--- src/rtl/cdc_fifo_write_state.sv ---
// Write-domain pointer/flag logic of the dual-clock FIFO: Gray write pointer out, synchronised Gray read pointer in.
// Optional sticky overflow flag enabled by defining CDC_FIFO_WRITE_OVERFLOW_EN.
module cdc_fifo_write_state #(
    parameter int ADDRESS_WIDTH         = 4,
    parameter int SYNC_STAGES           = 2,   // must be >= 2
    parameter int ALMOST_FULL_THRESHOLD = 12   // 1 .. 2^ADDRESS_WIDTH-1
) (
    input  logic                     clock,
    input  logic                     reset,
    input  logic                     increment,
    input  logic [ADDRESS_WIDTH-1:0] read_address_gray,
    output logic [ADDRESS_WIDTH-1:0] write_address,
    output logic [ADDRESS_WIDTH-1:0] write_address_gray,
    output logic                     write_enable,
    output logic                     full,
    output logic                     almost_full,
    output logic [ADDRESS_WIDTH-1:0] used
`ifdef CDC_FIFO_WRITE_OVERFLOW_EN
    ,
    output logic                     overflow
`endif
);

    localparam logic [ADDRESS_WIDTH:0] ALMOST_FULL_LEVEL = ALMOST_FULL_THRESHOLD[ADDRESS_WIDTH:0];

    logic [ADDRESS_WIDTH-1:0] sync_chain [SYNC_STAGES];
    logic [ADDRESS_WIDTH-1:0] read_address_sync;
    logic [ADDRESS_WIDTH-1:0] next_address;
    logic [ADDRESS_WIDTH-1:0] next_gray;

    function automatic logic [ADDRESS_WIDTH-1:0] gray_to_binary(input logic [ADDRESS_WIDTH-1:0] g);
        logic [ADDRESS_WIDTH-1:0] b;
        b[ADDRESS_WIDTH-1] = g[ADDRESS_WIDTH-1];
        for (int i = ADDRESS_WIDTH - 2; i >= 0; i--) begin
            b[i] = b[i+1] ^ g[i];
        end
        return b;
    endfunction

    // Stage 0 is the only flop that samples the asynchronous read pointer.
    always_ff @(posedge clock) begin
        if (reset) begin
            for (int i = 0; i < SYNC_STAGES; i++) begin
                sync_chain[i] <= '0;
            end
        end else begin
            sync_chain[0] <= read_address_gray;
            for (int i = 1; i < SYNC_STAGES; i++) begin
                sync_chain[i] <= sync_chain[i-1];
            end
        end
    end

    assign read_address_sync = gray_to_binary(sync_chain[SYNC_STAGES-1]);

    // Occupancy uses a delayed read pointer, so it can only over-estimate.
    assign used         = write_address - read_address_sync;
    assign full         = (used == {ADDRESS_WIDTH{1'b1}});
    assign almost_full  = ({1'b0, used} >= ALMOST_FULL_LEVEL);
    assign write_enable = increment & ~full;

    assign next_address = write_address + ADDRESS_WIDTH'(1);
    assign next_gray    = next_address ^ (next_address >> 1);

    // Gray pointer is registered so the read domain never sees combinational glitches.
    always_ff @(posedge clock) begin
        if (reset) begin
            write_address      <= '0;
            write_address_gray <= '0;
        end else if (write_enable) begin
            write_address      <= next_address;
            write_address_gray <= next_gray;
        end
    end

`ifdef CDC_FIFO_WRITE_OVERFLOW_EN
    always_ff @(posedge clock) begin
        if (reset) begin
            overflow <= 1'b0;
        end else if (increment & full) begin
            overflow <= 1'b1;
        end
    end
`endif

endmodule
--- config.mk ---
export PLATFORM = sky130hd
export DESIGN_NAME = cdc_fifo_write_state
export DESIGN_NICKNAME = d
export VERILOG_FILES = /design/src/rtl/cdc_fifo_write_state.sv
export SDC_FILE = /design/constraint.sdc
export NUM_CORES = 1
export LEC_CHECK = 0
export ABC_AREA = 1
export BUFFER_PORTS_ARGS = -buffer_cell sky130_fd_sc_hd__buf_4
export CAP_MARGIN = 20
export CORE_MARGIN = 4
export CORE_UTILIZATION = 35
export CTS_CLUSTER_DIAMETER = 40
export DETAILED_ROUTE_END_ITERATION = 8
export GPL_TIMING_DRIVEN = 0
export MAX_ROUTING_LAYER = met4
export PLACE_DENSITY = 0.54
export SYNTH_ARGS = -nofsm -noshare
export SYNTH_HDL_FRONTEND = slang
export SYNTH_SLANG_ARGS = --single-unit
export TNS_END_PERCENT = 10
--- constraint.sdc ---
create_clock -name clock -period 3.1 [get_ports clock]
set_input_delay 0.155 -clock clock [delete_from_list [all_inputs] [get_ports clock]]
set_output_delay 0.155 -clock clock [all_outputs]
set_load 0.005 [all_outputs]
==> flow_summary.json, run 1 <==
{
  "holdWs_ns": 0.07071,
  "placedCellCount": 157,
  "setup_viol": 0,
  "setup-tns-final_ns": 0,
  "syn_inst": 109,
  "start_util_pct": 37.31,
  "drc_errors": 0,
  "hp-start": "read_address_gray[3]",
  "dieArea_um2": 3226,
  "r2r_slack_ns": 0.61,
  "ys_warn_count": 0,
  "ctsLongestPathBuffers": 2,
  "worst_path_max_delay_cell": "fa_1",
  "cp.arrival_ns": 2.69,
  "diodes": 0,
  "run_status": "finished clean",
  "grt_max_degree": 10,
  "relSlewSlack_pct": 76.53,
  "fin_cells": 161,
  "rows": 17,
  "fillers": 259,
  "total_power_uw": 556.7,
  "hold_depth": 3,
  "synth_cell_types": 21,
  "ir_drop_mv": 0.2557,
  "seq_area_frac_synth_pct": 36.04,
  "grt_pass1_wl_um": 2539,
  "htreeDepth": 1,
  "overflow": 0,
  "numClockSinks": 15,
  "dr.first_iter.drc_count": 4,
  "finalHoldViolCount": 0,
  "hpwl_um": 1115,
  "min_period_over_period_pct": 91.75,
  "finClkSkew_ns": 0.003644,
  "crit_path_end_kind": "output port",
  "placeableCoreArea_um2": 2233,
  "slew_viol_final": 0,
  "grt_usage_pct": 9.995,
  "routed_wl_um": 1337,
  "start_kind": "flop",
  "port_buffers": 20,
  "crit_fanout": 8,
  "slowest_delay_ns": 0.50,
  "clkLatencyLatePin_ns": 0.28,
  "clk_pin_slew_worst_paths_ns": 0.09,
  "routabilityCongestion": 0.7096,
  "max_freq_mhz": 351.6,
  "synth-seq-cells": 15,
  "syn_avg_cell_area_um2": 7.645,
  "drv_cap": 0,
  "post_drt_wl_per_cell_um": 8.304,
  "min_period_ns": 2.844,
  "drive_above_1_share_pct": 33.08,
  "clock-root-buffer": "clkbuf_4",
  "rr_startpoint": "sync_chain[0][7]$_SDFF_PP0_",
  "cts_resized": 0,
  "regToRegEndpoint": "write_address_gray[0]$_SDFFE_PP0P_",
  "synth_fp_nets": 121,
  "ctsHoldBuffers": 0,
  "nNetsFinal": 146,
  "postCtsSetupBuffers": 0,
  "worstPathRequired_ns": 2.94,
  "vias": 681,
  "area_delta_synth_final_pct": 26.28,
  "boundaryPins": 22,
  "grt_pass1_vias": 638,
  "crit_type": "flop to output port",
  "numCtsBuffers": 3,
  "drt_first_pass_iters": 3,
  "antenna_found_initial": 0,
  "via_per_inst": 4.230,
  "power.density_nw_per_um2": 529.1,
  "rsz0062_at_grt": "no",
  "reg2reg_depth": 13,
  "tightest_slew_ns": 0.3495,
  "leakage_uw": 0.0005501,
  "synth_area_um2": 833.3,
  "crit_chain": "xnor2_1 -> xor2_2 -> xnor2_1 -> ha_1 -> inv_1 -> fa_1 -> inv_1 -> nor2_1 -> nand3_4 -> nand2_4 -> inv_6 -> buf_4",
  "die_h_um": 56.80,
  "detail-route-antenna-nets": 0,
  "hp-class": "primary input to flop",
  "die_w_um": 56.80,
  "hold_end": "sync_chain[0][3]$_SDFF_PP0_",
  "tritoncts": "built"
}
cells in the mapped netlist, drive strengths merged:
| master | instances | area [µm²] |
|---|---|---|
| xor2 | 5 | 43.79 |
| buf | 1 | 7.510 |
| or2 | 2 | 15.02 |
| inv | 21 | 83.83 |
| nor2 | 24 | 105.1 |
| and2 | 1 | 7.510 |
| nand3 | 9 | 62.56 |
| dfxtp | 15 | 300.3 |
| nand2 | 22 | 107.6 |
| xnor2 | 3 | 26.28 |
| fa | 1 | 20.02 |
| clkbuf | 1 | 3.750 |
| ha | 4 | 50.05 |
worst max path at each step:
stage	slack, ns	startpoint	end
after floorplan	0.71	sync_chain[0][7]$_SDFF_PP0_	write_address[1]$_SDFFE_PP0P_
after global placement	0.50	sync_chain[0][7]$_SDFF_PP0_	write_enable
after detailed placement	0.47	sync_chain[0][7]$_SDFF_PP0_	write_enable
after CTS	0.14	sync_chain[0][7]$_SDFF_PP0_	write_enable
after global routing	0.03	sync_chain[0][7]$_SDFF_PP0_	write_enable
final	0.26	sync_chain[0][7]$_SDFF_PP0_	write_enable
metrics by stage:
| stage | cell area, µm² | utilization, % | setup slack, ns |
|---|---|---|---|
| finish | 1052 | 47.11 | 0.2558 |
| global route | 1052 | 47.11 | 0.02661 |
| CTS | 1045 | 46.78 | 0.1443 |
| detailed placement | 1018 | 45.60 | 0.4661 |
| global placement | 1018 | 45.60 | 0.5038 |
| floorplan | 833.3 | - | 0.7122 |
kinds of logic (layout without fill, tap and decap cells):
group	after synthesis	after routing	synth area share (%)
simple gates	58	58	35.74
flops	15	15	36.04
xor+xnor	8	8	8.409
fa+ha+maj	5	5	8.409
buf+inv	23	47	11.41
state kept, by name, summed over array words and instances (netlist names):
register / cells
write_address_gray: 3
write_address: 4
sync_chain: 8
worst max-delay path, delay by kind of cell (launching register included):
family,cells,cell delay (ns)
adder cells (fa/ha/maj),2,0.66
AND/OR/NAND/NOR,3,0.43
flip-flops,1,0.34
XOR/XNOR,3,0.69
buffers and inverters,4,0.27
cells in the final DEF (no fill, tap or decap), drive strengths merged:
cell	count
ha	4
xnor2	3
nor2	24
fa	1
nand3	9
and2	1
nand2	22
buf	21
or2	2
xor2	5
clkbuf	5
inv	21
dfxtp	15
final cells by class:
type / count / area [µm²] / share of cell area, %
clock buffer: 4 / 26.28 / 2.497
sequential: 15 / 300.3 / 28.54
multi-input combinational: 71 / 445.4 / 42.33
buffer: 2 / 11.26 / 1.070
timing repair buffer: 20 / 150.1 / 14.27
tap: 28 / 35.03 / 3.329
inverter: 21 / 83.83 / 7.967
where the power goes:
| part | internal, µW | switching [µW] | total, µW |
|---|---|---|---|
| Clock | 49.8 | 63.0 | 113 |
| Sequential | 209 | 17.1 | 227 |
| Combinational | 111 | 106 | 217 |
metal layers:
| layer | vias to the layer above | GRT usage [%] | part of all wire, % |
|---|---|---|---|
| met5 | - | - | 0 |
| li1 | 364 | - | - |
| met3 | 2 | 2.759 | 5.5 |
| met4 | 0 | 2.980 | 0.60 |
| met2 | 13 | 16.67 | 50 |
| met1 | 302 | 11.68 | 44 |
No activity file was read; power rests on OpenSTA's default activity.
==> run 2: changes to the inputs <==
==> constraint.sdc (replaced) <==
create_clock -name clock -period 3.4 [get_ports clock]
set_input_delay 0.17 -clock clock [delete_from_list [all_inputs] [get_ports clock]]
set_output_delay 0.17 -clock clock [all_outputs]
set_load 0.005 [all_outputs]
==> run 2 against run 1 <==
Compared with the run above:
- die area unchanged
- first-iteration DRC count decreased by 25%
- critical path depth unchanged
- final cell count stayed put
- combinational power is 9.2% lower
- sequential power down 9.3%
- largest cell class unchanged
- worst hold slack better by 0.015 ns
- clock power is 9% lower
- cell area decreased by 0.71%
==> flow_summary.json, run 2 (synthesis gave the netlist of run 1 again) <==
{
  "max_freq_mhz": 343.8,
  "rsz0062_at_grt": "no",
  "slew_viol_final": 0,
  "drive_above_1_share_pct": 32.33,
  "met2_length_um": 661,
  "drt_first_pass_iters": 3,
  "reg_top3": "sync_chain x8, write_address x4, write_address_gray x3",
  "boundaryPins": 22,
  "crit_type": "flop to output port",
  "run_status": "finished clean",
  "grt_usage_pct": 9.995,
  "rr_startpoint": "sync_chain[0][7]$_SDFF_PP0_",
  "critPathLaunch": "sync_chain[0][7]$_SDFF_PP0_",
  "setup_slack_ns": 0.4916,
  "ctsHoldBuffers": 0,
  "worstPathRequired_ns": 3.23,
  "dr.first_iter.drc_count": 3,
  "clk_pin_slew_worst_paths_ns": 0.09,
  "htreeDepth": 1,
  "hp-start": "read_address_gray[3]",
  "rows": 17,
  "via_per_inst": 4.199,
  "cts_resized": 0,
  "antenna_found_initial": 0,
  "start_kind": "flop",
  "cp.arrival_ns": 2.74,
  "routed_wl_um": 1339,
  "final_common_cell": "buf_4",
  "hpwl_um": 1115,
  "crit_fanout": 8,
  "total_power_uw": 506.6,
  "post_drt_wl_per_cell_um": 8.317,
  "drv_cap": 0,
  "wl_met3_um": 72,
  "min_period_over_period_pct": 85.54,
  "relSlewSlack_pct": 76.55,
  "vias": 676,
  "routabilityCongestion": 0.7096,
  "ctsLongestPathBuffers": 2,
  "die_h_um": 56.80,
  "grt_pass1_wl_um": 2539,
  "crit_path_end_kind": "output port",
  "largest_reg_flops": 8,
  "hp-class": "primary input to flop",
  "finalHoldViolCount": 0,
  "area_delta_synth_final_pct": 25.38,
  "tritoncts": "built",
  "dieArea_um2": 3226,
  "leakage_uw": 0.0005489,
  "postCtsSetupBuffers": 0,
  "top_register": "sync_chain",
  "final_cell_mix": "buf_4, inv_1, nor2_1",
  "min_period_ns": 2.908,
  "ir_drop_mv": 0.2329,
  "die_w_um": 56.80,
  "place_ws_ns": 0.7511,
  "finClkSkew_ns": 0.003476,
  "port_buffers": 20,
  "tightest_slew_ns": 0.3492,
  "overflow": 0,
  "fillers": 262,
  "diodes": 0,
  "met1_length_um": 597,
  "start_util_pct": 37.31,
  "grt_pass1_vias": 638,
  "detail-route-antenna-nets": 0,
  "drc_errors": 0,
  "grt_max_degree": 10,
  "clkLatencyLatePin_ns": 0.28,
  "highest_layer": "met4",
  "placeableCoreArea_um2": 2233,
  "numClockSinks": 15,
  "numCtsBuffers": 3,
  "setup-tns-final_ns": 0,
  "clock-root-buffer": "clkbuf_4",
  "setup_viol": 0,
  "power.density_nw_per_um2": 484.9,
  "nNetsFinal": 146
}
[run 2: cell counts in the layout (fill, tap and decap cells not counted)]
No cell type changed its count.
[run 2: metal layers]
metal	vias up	track usage (%)
li1	365	-
met1	298	11.68
met2	11	16.67
met3	2	2.759
met4	0	2.980
met5	-	-
[run 2: through the flow]
stage	area (µm²)	std cells	hold slack (ns)	utilization [%]
final	1045	161	0.08579	46.78
after floorplan	833.3	109	0.2770	-
after global routing	1045	161	0.09928	46.78
after detailed placement	1018	157	0.3779	45.60
after global placement	1018	157	0.3715	45.60
after CTS	1045	161	0.07714	46.78
[run 2: report_power, final]
part / switching [µW] / internal, µW / total [µW] / leakage (µW)
sequential: 15.4 / 191 / 206 / 0.000124
clock: 57.4 / 45.4 / 103 / 0.0000150
combinational: 96.8 / 101 / 197 / 0.000410
total: 170 / 337 / 507 / 0.000549
[run 2: final cells by class]
cell class | count | area, µm² | share of cell area, %
Buffer | 2 | 11.26 | 1.078
Clock buffer | 4 | 26.28 | 2.515
Inverter | 21 | 83.83 | 8.024
Multi-Input combinational cell | 71 | 437.9 | 41.92
Sequential cell | 15 | 300.3 | 28.74
Tap cell | 28 | 35.03 | 3.353
Timing Repair Buffer | 20 | 150.1 | 14.37
[run 2: worst paths after layout]
| check | endpoint | slack, ns | cells after the start |
|---|---|---|---|
| max reg2reg | write_address_gray[0]$_SDFFE_PP0P_ | 0.86 | 13 |
| min reg2reg | sync_chain[0][7]$_SDFF_PP0_ | 0.41 | 2 |
| max | write_enable | 0.49 | 12 |
| min | sync_chain[0][3]$_SDFF_PP0_ | 0.09 | 3 |
[run 2: critical path, stage by stage, from the launching register on]
cell and delay (ns):
dfxtp_1 0.34, xnor2_1 0.24, xor2_1 0.34, xnor2_1 0.16
ha_1 0.16, inv_1 0.05, fa_1 0.50, inv_1 0.04
nor2_1 0.16, nand3_4 0.15, nand2_4 0.12, inv_6 0.05
buf_4 0.13
==> run 3: changes to the inputs <==
--- a/config.mk
+++ b/config.mk
@@ -5,7 +5,6 @@
 export SDC_FILE = /design/constraint.sdc
 export NUM_CORES = 1
 export LEC_CHECK = 0
-export ABC_AREA = 1
 export BUFFER_PORTS_ARGS = -buffer_cell sky130_fd_sc_hd__buf_4
 export CAP_MARGIN = 20
 export CORE_MARGIN = 4
@@ -14,7 +13,7 @@
 export DETAILED_ROUTE_END_ITERATION = 8
 export GPL_TIMING_DRIVEN = 0
 export MAX_ROUTING_LAYER = met4
-export PLACE_DENSITY = 0.54
+export PLACE_DENSITY = 0.53
 export SYNTH_ARGS = -nofsm -noshare
 export SYNTH_HDL_FRONTEND = slang
 export SYNTH_SLANG_ARGS = --single-unit
==> constraint.sdc (replaced) <==
create_clock -name clock -period 2.7 [get_ports clock]
set_input_delay 0.135 -clock clock [delete_from_list [all_inputs] [get_ports clock]]
set_output_delay 0.135 -clock clock [all_outputs]
set_load 0.005 [all_outputs]
==> run 3 against run 2 <==
Compared with the run above:
- the flow now finishes with violations (negative setup slack)
- clock-buffer cell count shrank 1
- routed wire length up 41%
- combinational power up 63%
- first-iteration DRC count up 33%
- sequential power increased by 24%
- die area grew 6.4%
- worst hold slack worse by 0.025 ns
- power up 39%
- synthesized area increased by 7.5%
- clock power is 25% higher
- sequential share of layout area down 4.3 points
- core utilization up 3.8 points
- critical path type unchanged
- critical endpoint unchanged
- largest power group is now combinational logic
==> flow_summary.json, run 3 <==
{
  "finClkSkew_ns": 0.005298,
  "routabilityCongestion": 0.8087,
  "drc_errors": 0,
  "cp_top_family": "adder cells",
  "ctsLongestPathBuffers": 2,
  "slew_viol_final": 0,
  "relSlewSlack_pct": 73.73,
  "finalHoldViolCount": 0,
  "synth_fp_nets": 110,
  "min_period_ns": 2.789,
  "r2r_slack_ns": -0.09,
  "path_buf_inv": 3,
  "rows": 18,
  "htreeDepth": 1,
  "final_cell_mix": "buf_4, dfxtp_1, nor2b_1",
  "synth-adder-area-share_pct": 7.821,
  "overflow": 0,
  "clk_pin_slew_worst_paths_ns": 0.09,
  "top_register": "sync_chain",
  "synth_common_cells": "dfxtp_1, nor2b_1, nand2_1",
  "detail-route-antenna-nets": 0,
  "seq_area_frac_synth_pct": 33.52,
  "tightest_slew_ns": 0.3941,
  "synth_top_family_by_area": "simple AND/OR/NAND/NOR gates",
  "setup-tns-final_ns": -0.2321,
  "grt_pass1_vias": 789,
  "setup_viol": 3,
  "clockPowerShare_pct": 18.3,
  "antenna_found_initial": 0,
  "syn_inst": 98,
  "via_per_inst": 4.747,
  "yosys.area.top_type": "dfxtp_1",
  "violations": "negative setup slack",
  "crit_fanout": 2,
  "crit_path_end_kind": "output port",
  "largest_reg_flops": 8,
  "worst_path_max_delay_cell": "fa_2",
  "synth_cell_types": 38,
  "synth_area_um2": 895.9,
  "numCtsBuffers": 3,
  "sequentialPowerShare_pct": 36.2,
  "power.density_nw_per_um2": 568.3,
  "worstPathRequired_ns": 2.57,
  "synth_xor_area_share_pct": 10.61,
  "die_h_um": 58.59,
  "port_buffers": 20,
  "ir_drop_mv": 0.3312,
  "grt_usage_pct": 13.25,
  "area_delta_synth_final_pct": 38.69,
  "final_common_cell": "buf_4",
  "run_status": "finished with violations",
  "rsz0062_at_grt": "yes",
  "grt_pass1_wl_um": 3387,
  "min_period_over_period_pct": 103.3,
  "die_w_um": 58.59,
  "setup_slack_ns": -0.08908,
  "synthMuxAreaShare_pct": 6.285,
  "drv_cap": 0,
  "synth_edf_count": 0,
  "dieArea_um2": 3433,
  "placeableCoreArea_um2": 2455,
  "synthSimpleGateAreaFrac_pct": 24.72,
  "async_flop_share_pct": 0,
  "yosysMostFrequentCell": "dfxtp_1",
  "cp.arrival_ns": 2.65,
  "intPower_uw": 472.6,
  "drive_above_1_share_pct": 41.67,
  "leakage_uw": 0.0005637,
  "dominantRegCellSynth": "dfxtp_1",
  "max_freq_mhz": 358.5,
  "drt_first_pass_iters": 4,
  "crit_type": "flop to output port",
  "p_sw_share_pct": 33.06,
  "synth-seq-cells": 15,
  "ys_warn_count": 0,
  "tritoncts": "built",
  "numClockSinks": 15,
  "reg_top3": "sync_chain x8, write_address x4, write_address_gray x3",
  "crit_chain": "xnor2_4 -> xor2_2 -> xnor2_1 -> ha_2 -> inv_2 -> fa_2 -> nor2b_4 -> nand2_2 -> o31ai_4 -> inv_4 -> buf_6",
  "hpwl_um": 1340,
  "vias": 769,
  "switching_power_uw": 233.5,
  "diodes": 0,
  "boundaryPins": 22,
  "grt_max_degree": 11,
  "clkLatencyLatePin_ns": 0.28,
  "slowest_delay_ns": 0.54,
  "start_kind": "flop",
  "post_drt_wl_per_cell_um": 11.62,
  "clock-root-buffer": "clkbuf_4",
  "netlist_top_cells_area": "dfxtp_1, nor2b_1, xnor2_1",
  "routed_wl_um": 1883,
  "p_comb_share_pct": 45.5,
  "synth_top_area_share_pct": 33.52,
  "hp-class": "primary input to flop",
  "synth_compound_area_share_pct": 10.89,
  "nNetsFinal": 145,
  "dr.first_iter.drc_count": 4,
  "syn_avg_cell_area_um2": 9.141,
  "start_util_pct": 36.49,
  "total_power_uw": 706.1
}
[run 3: per-stage QoR]
stage	hold WS [ns]	cell area, µm²	utilization (%)	std cells	setup WS, ns
after global routing	0.04757	1242	50.61	162	-0.2436
after global placement	0.3479	1107	45.11	148	-0.2555
after floorplan	0.2632	919.6	-	98	-0.03742
final	0.06094	1242	50.61	162	-0.08908
after CTS	0.05152	1237	50.41	162	-0.08335
after detailed placement	0.3531	1107	45.11	148	-0.2423
[run 3: final cells by class]
type | count | area (µm²)
plain buffers | 4 | 22.52
clock buffers | 3 | 22.52
clock inverters | 1 | 5.005
fillers | 241 | 1212
inverters | 8 | 32.53
multi-input cells | 71 | 585.6
flip-flops and latches | 15 | 304.0
well taps | 30 | 37.54
repair buffers | 30 | 232.7
[run 3: timing repair]
item / CTS / global route
hold buffers: 0 / 0
gates resized for setup: 7 / 2
buffers inserted: 10 / 0
pin swaps: 7 / 2
endpoints found under the hold margin: 0 / 0
endpoints found under the setup margin: 8 / 9
[run 3: power by group through the flow]
| stage | registers [µW] | clock network, µW | logic (µW) |
|---|---|---|---|
| 5_1_grt | 258 | 154 | 356 |
| 6_report | 256 | 129 | 322 |
| 3_3_place_gp | 260 | 0 | 267 |
| 2_1_floorplan | 259 | 0 | 173 |
| 3_5_place_dp | 260 | 0 | 270 |
| 4_1_cts | 255 | 137 | 319 |
[run 3: worst paths after layout]
kind	start	to	depth (start not counted)
min reg2reg	sync_chain[0][3]$_SDFF_PP0_	sync_chain[0][7]$_SDFF_PP0_	1
max reg2reg	sync_chain[0][7]$_SDFF_PP0_	write_address[0]$_SDFFE_PP0P_	12
max	sync_chain[0][7]$_SDFF_PP0_	write_enable	11
min	read_address_gray[2]	sync_chain[0][2]$_SDFF_PP0_	2
[run 3: cell families after synthesis]
group | count (synthesis)
compound gates | 12
xor+xnor | 10
fa+ha+maj | 5
buf+inv | 12
flops | 15
mux | 5
simple gates | 39
[run 3: layer usage]
layer	vias up	routed length (µm)	GRT usage, %
met1	353	858	16.13
met2	16	913	21.21
met5	-	0	-
met4	0	13	5.502
met3	2	97	2.851
li1	398	-	-
